===== config.mk =====
export PLATFORM = sky130hd
export DESIGN_NAME = tables_sweep
export DESIGN_NICKNAME = d
export VERILOG_FILES = /design/src/rtl/tables_sweep.sv
export SDC_FILE = /design/constraint.sdc
export NUM_CORES = 1
export LEC_CHECK = 0
export BUFFER_PORTS_ARGS = -buffer_cell sky130_fd_sc_hd__buf_2
export CAP_MARGIN = 20
export CORE_UTILIZATION = 25
export CTS_CLUSTER_SIZE = 24
export DETAILED_ROUTE_END_ITERATION = 12
export MAX_ROUTING_LAYER = met4
export PLACE_DENSITY = 0.38
export SYNTH_ARGS = -nofsm -noshare
export SYNTH_HDL_FRONTEND = slang
export SYNTH_SLANG_ARGS = --single-unit

===== constraint.sdc =====
create_clock -name clk -period 3.7 [get_ports clk]
set_clock_uncertainty 0.2 [all_clocks]
set_input_delay 0 -clock clk [delete_from_list [all_inputs] [get_ports clk]]
set_output_delay 0 -clock clk [all_outputs]
set_load 0.05 [all_outputs]

===== src/rtl/tables_sweep.sv =====
// tables_sweep: walks all eight {w,x,y} vectors into a 3-input combinational
// unit, samples its z response after a settle time, and compares each sample
// against the EXPECT truth table.
// Optional build macro: TABLES_SWEEP_STOP_EN stops the sweep at the first mismatch.
//
//   state    | meaning
//   ---------+---------------------------------------------------------
//   S_IDLE   | results held, waiting for start
//   S_DRIVE  | vector idx applied; hold counts down, z sampled at hold==0
//   S_FINISH | one cycle: done pulse, pass valid, then back to idle
module tables_sweep #(
    parameter logic [7:0]  EXPECT = 8'hE8,
    parameter int unsigned SETTLE = 2
) (
    input  logic       clk,
    input  logic       rst,
    input  logic       start,
    input  logic       z,
    output logic       w,
    output logic       x,
    output logic       y,
    output logic       busy,
    output logic       done,
    output logic       pass,
    output logic [3:0] err_count,
    output logic [2:0] first_fail,
    output logic [7:0] captured
);

    localparam logic [3:0] SETTLE_L = 4'(SETTLE);

    typedef enum logic [1:0] {S_IDLE, S_DRIVE, S_FINISH} state_t;

    state_t     state_q, state_d;
    logic [2:0] idx_q, idx_d;
    logic [3:0] hold_q, hold_d;
    logic [2:0] vec_q, vec_d;
    logic [3:0] err_q, err_d;
    logic [2:0] first_q, first_d;
    logic [7:0] cap_q, cap_d;
    logic       pass_q, pass_d;

    logic sample_edge;
    logic mismatch;
    logic stop_now;

    // Sample qualification and the end-of-sweep decision
    always_comb begin
        sample_edge = (state_q == S_DRIVE) && (hold_q == 4'd0);
        mismatch    = (z != EXPECT[idx_q]);
`ifdef TABLES_SWEEP_STOP_EN
        stop_now    = sample_edge && (mismatch || (idx_q == 3'd7));
`else
        stop_now    = sample_edge && (idx_q == 3'd7);
`endif
    end

    // State and datapath registers, synchronous reset
    always_ff @(posedge clk) begin
        if (rst) begin
            state_q <= S_IDLE;
            idx_q   <= 3'd0;
            hold_q  <= 4'd0;
            vec_q   <= 3'd0;
            err_q   <= 4'd0;
            first_q <= 3'd0;
            cap_q   <= 8'd0;
            pass_q  <= 1'b0;
        end else begin
            state_q <= state_d;
            idx_q   <= idx_d;
            hold_q  <= hold_d;
            vec_q   <= vec_d;
            err_q   <= err_d;
            first_q <= first_d;
            cap_q   <= cap_d;
            pass_q  <= pass_d;
        end
    end

    // Next-state logic
    always_comb begin
        state_d = state_q;
        case (state_q)
            S_IDLE:   if (start) state_d = S_DRIVE;
            S_DRIVE:  if (stop_now) state_d = S_FINISH;
            S_FINISH: state_d = S_IDLE;
            default:  state_d = S_IDLE;
        endcase
    end

    // Datapath: vector stepping, settle countdown, capture and scoring
    always_comb begin
        idx_d   = idx_q;
        hold_d  = hold_q;
        vec_d   = vec_q;
        err_d   = err_q;
        first_d = first_q;
        cap_d   = cap_q;
        pass_d  = pass_q;
        if (state_q == S_IDLE && start) begin
            idx_d  = 3'd0;
            hold_d = SETTLE_L;
            vec_d  = 3'd0;
            err_d  = 4'd0;
            cap_d  = 8'd0;
            pass_d = 1'b0;
        end else if (state_q == S_DRIVE) begin
            if (!sample_edge) begin
                hold_d = hold_q - 4'd1;
            end else begin
                cap_d[idx_q] = z;
                if (mismatch) begin
                    err_d = err_q + 4'd1;
                    // first_fail keeps the lowest failing index of this sweep
                    if (err_q == 4'd0) first_d = idx_q;
                end
                if (stop_now) begin
                    // the vector stays on the pins through FINISH
                    pass_d = (err_d == 4'd0);
                end else begin
                    idx_d  = idx_q + 3'd1;
                    vec_d  = idx_q + 3'd1;
                    hold_d = SETTLE_L;
                end
            end
        end
    end

    // Outputs decoded from state and registers
    always_comb begin
        busy       = (state_q == S_DRIVE);
        done       = (state_q == S_FINISH);
        {w, x, y}  = vec_q;
        pass       = pass_q;
        err_count  = err_q;
        first_fail = first_q;
        captured   = cap_q;
    end

endmodule


==> results.txt <==
----------------------------------------------------
[Floorplan]
  Num ports ... 25
  Starting density of the core ... 25.8%
  FP Rows ... 26
  Horizontal die dimension ... 74.7 um
  Die Outline Area ... 5570 um2
  Die Span Y ... 74.7 um
  Core Region ... 5110 um2

[Cells and area]
  Number of nets in the finished design ... 177
  Most common cell after layout, fill and taps aside ... dfxtp_1
  Leading cell types in the layout, fill and taps excluded ... dfxtp_1 (26), nor2_1 (25), buf_2 (24)
  Share of the core filled with cells in the final layout ... 30.6%
  Fill cell instance count of the final layout ... 540
  Antenna cells ... 0
  Area Overhead vs Synth ... 18.4%
  Share of final-layout standard cells stronger than drive strength 1 ... 19.8%

[Synthesis]
  Average cell area after synthesis ... 9.10 um2
  Xor and xnor area share after synthesis ... 4.64%
  Flip-flop and latch count after synthesis ... 26
  Portion of the post-synthesis area used by sequential elements ... 39.4%
  Fraction of registers with async set/reset ... 0%
  Share of synthesized area spent on multiplexers ... 10.6%
  Synthesized netlist net count ... 154
  Yosys Warn Count ... 0
  Area fraction in compound gates after synthesis ... 7.30%
  Area share of fa/ha/maj cells after synthesis ... 5.50%
  Distinct cell type count after synthesis ... 37
  Number of flops mapped to enable cells by yosys ... 0
  Simple-gate area share of the yosys netlist ... 26.4%
  Gate Count Post-Synth ... 145
  Post-synth top flop ... dfxtp_1
  Area of the mapped netlist ... 1320 um2
  Dominant combinational cell family by area after synthesis ... simple AND/OR/NAND/NOR gates

[Global route]
  Largest net degree at the start of global routing ... 22
  Gr ovfl total ... 0
  Antenna violations before repair ... 0
  Global router's overall resource usage ... 11.4%
  Number of global-route vias before repair ... 1014
  First-pass GRT wire length ... 4670 um

[Clock network]
  CTS-repair resized insts ... 0
  Number of sinks handled by clock tree synthesis ... 26
  Root Buffer Master ... clkbuf_8
  Total clock buffers created by CTS ... 3
  Clock latency reported for the late side of the worst-skew pair ... 0.27 ns
  TritonCTS clock tree ... done
  Maximum number of buffers from clock root to sink ... 2
  CTS HTree Levels ... 1
  Clock-pin slew on the worst setup and hold paths ... 0.09 ns

[Critical path]
  Peak fanout along the critical path ... 9
  Kind of launch point of the worst setup path ... flip-flop
  Endpoint arrival time on the critical path ... 2.25 ns
  Critical path required time ... 3.64 ns
  Worst Path Class, Setup ... flip-flop to flip-flop
  Nature of the critical path endpoint ... flip-flop

[Timing]
  Tcrit/Tclk final ... 62.4%
  Slew at the pin closest to its max-slew limit ... 0.686 ns
  Fmax ... 433 MHz
  Fin Hold WS ... 0.273 ns
  Sum Neg Setup Slack ... 0 ns
  Number of endpoints with negative hold slack in the final report ... 0
  Min Clock Period, post-route ... 2.31 ns
  Setup repair after global routing missed its margin ... false
  Max-slew violation count ... 0
  Normalized max-slew margin ... 54.3%
  Final setup violation count ... 0

[Pwr]
  Pwr dens ... 353 nW/um2
  Static Leakage ... 0.641 nW
  Worst vdd rail ir drop ... 0.137 mV

[Routing]
  WL final ... 2800 um
  Antenna Nets Post-Route ... 0
  Wire length per cell ... 11.8 um
  Number of DRC markers in iteration 0 ... 49
  TritonRoute pass-1 iters ... 4
  Residual DRC ... 0
  Avg Vias per Cell ... 4.51
  Via count ... 1068

[Place]
  I/O Buffers ... 24
  Final RePlAce weighted congestion ... 0.745
  Hpwl dp ... 2100 um

[Outcome]
  Result of the run ... completed

[Flow run]
  Total of max-cap violations ... 0

[Hold path]
  Min-delay worst type ... flip-flop to flip-flop

----------------------------------------------------
-- registers in the layout, indices dropped and copies added, names as in the netlist, named ones only --
name	flops
vec_q	3
captured	8
hold_q	4
state_q	2
pass	1
err_count	4
first_fail	3
-- cells by family (layout without fill, tap and decap cells) --
| logic type | after synthesis | after routing |
|---|---|---|
| AOI/OAI and AO/OA | 13 | 13 |
| and+or+nand+nor | 62 | 62 |
| buffers and inverters | 17 | 39 |
| xor gates and xnor gates | 7 | 7 |
| DFF | 26 | 26 |
| muxes | 14 | 14 |
| adders and majority gates | 6 | 6 |
-- cells in the mapped netlist (2+ instances only) --
| library cell | n | area (um2) |
|---|---|---|
| a21oi_1 | 5 | 25.0 |
| buf_2 | 4 | 20.0 |
| clkbuf_1 | 3 | 11.3 |
| dfxtp_1 | 26 | 521 |
| ha_1 | 5 | 62.6 |
| inv_1 | 8 | 30.0 |
| mux2i_1 | 14 | 140 |
| nand2_1 | 8 | 30.0 |
| nand2b_1 | 4 | 25.0 |
| nand3_1 | 3 | 15.0 |
| nand4_1 | 3 | 18.8 |
| nor2_1 | 25 | 93.8 |
| nor4_1 | 7 | 43.8 |
| or3b_2 | 2 | 17.5 |
| xnor2_1 | 4 | 35.0 |
| xor2_1 | 3 | 26.3 |
-- per-stage QoR --
stage | instance area, um2 | worst slack [ns] | std cells | power (mW)
final | 1560 | 1.39 | 237 | 0.552
after global routing | 1560 | 1.19 | 237 | 0.582
after CTS | 1560 | 1.41 | 237 | 0.563
after detailed placement | 1480 | 1.40 | 230 | 0.374
after global placement | 1480 | 1.45 | 230 | 0.372
after floorplan | 1320 | 1.63 | 145 | 0.362
-- report_power, final --
group          internal (mW)  total (mW)  switching [mW]
registers              0.286       0.294         0.00863
logic                 0.0281      0.0744          0.0463
clock network         0.0951       0.184          0.0884
total                  0.409       0.552           0.143
-- routing by layer --
layer  track usage [%]  routed length (um)
met5                 -                   0
met3              2.41                  99
met2              17.9                1330
met1              13.9                1340
met4              5.45                  36
-- timing repair --
| action | 4_1_cts | 5_1_grt |
|---|---|---|
| buffers inserted | 0 | 0 |
| hold buffers | 3 | 0 |
| setup endpoints to repair | 0 | 0 |
| hold endpoints to repair | 13 | 0 |
-- critical path: stages (launching register included) --
cell and delay, ns:
dfxtp_1 0.34, inv_1 0.07, ha_1 0.32, nand4bb_1 0.42, or3_1 0.58, mux2i_1 0.19, nor2_1 0.05
-- worst paths after layout --
check                   start          end  slack (ns)  cells after the start
setup / recovery    hold_q[1]     vec_q[1]        1.39                      6
hold / removal    captured[7]  captured[7]        0.27                      2
setup reg to reg    hold_q[1]     vec_q[1]        1.39                      6
hold reg to reg   captured[7]  captured[7]        0.27                      2
-- final cells by class --
class / count / area, um2 / area share (%)
tap: 70 / 87.6 / 5.60
clock buffer: 4 / 55.1 / 3.52
sequential: 26 / 520 / 33.3
multi-input combinational: 102 / 719 / 46.0
timing repair buffer: 27 / 150 / 9.61
inverter: 8 / 30.0 / 1.92
Power figures use the tool's default switching activity.
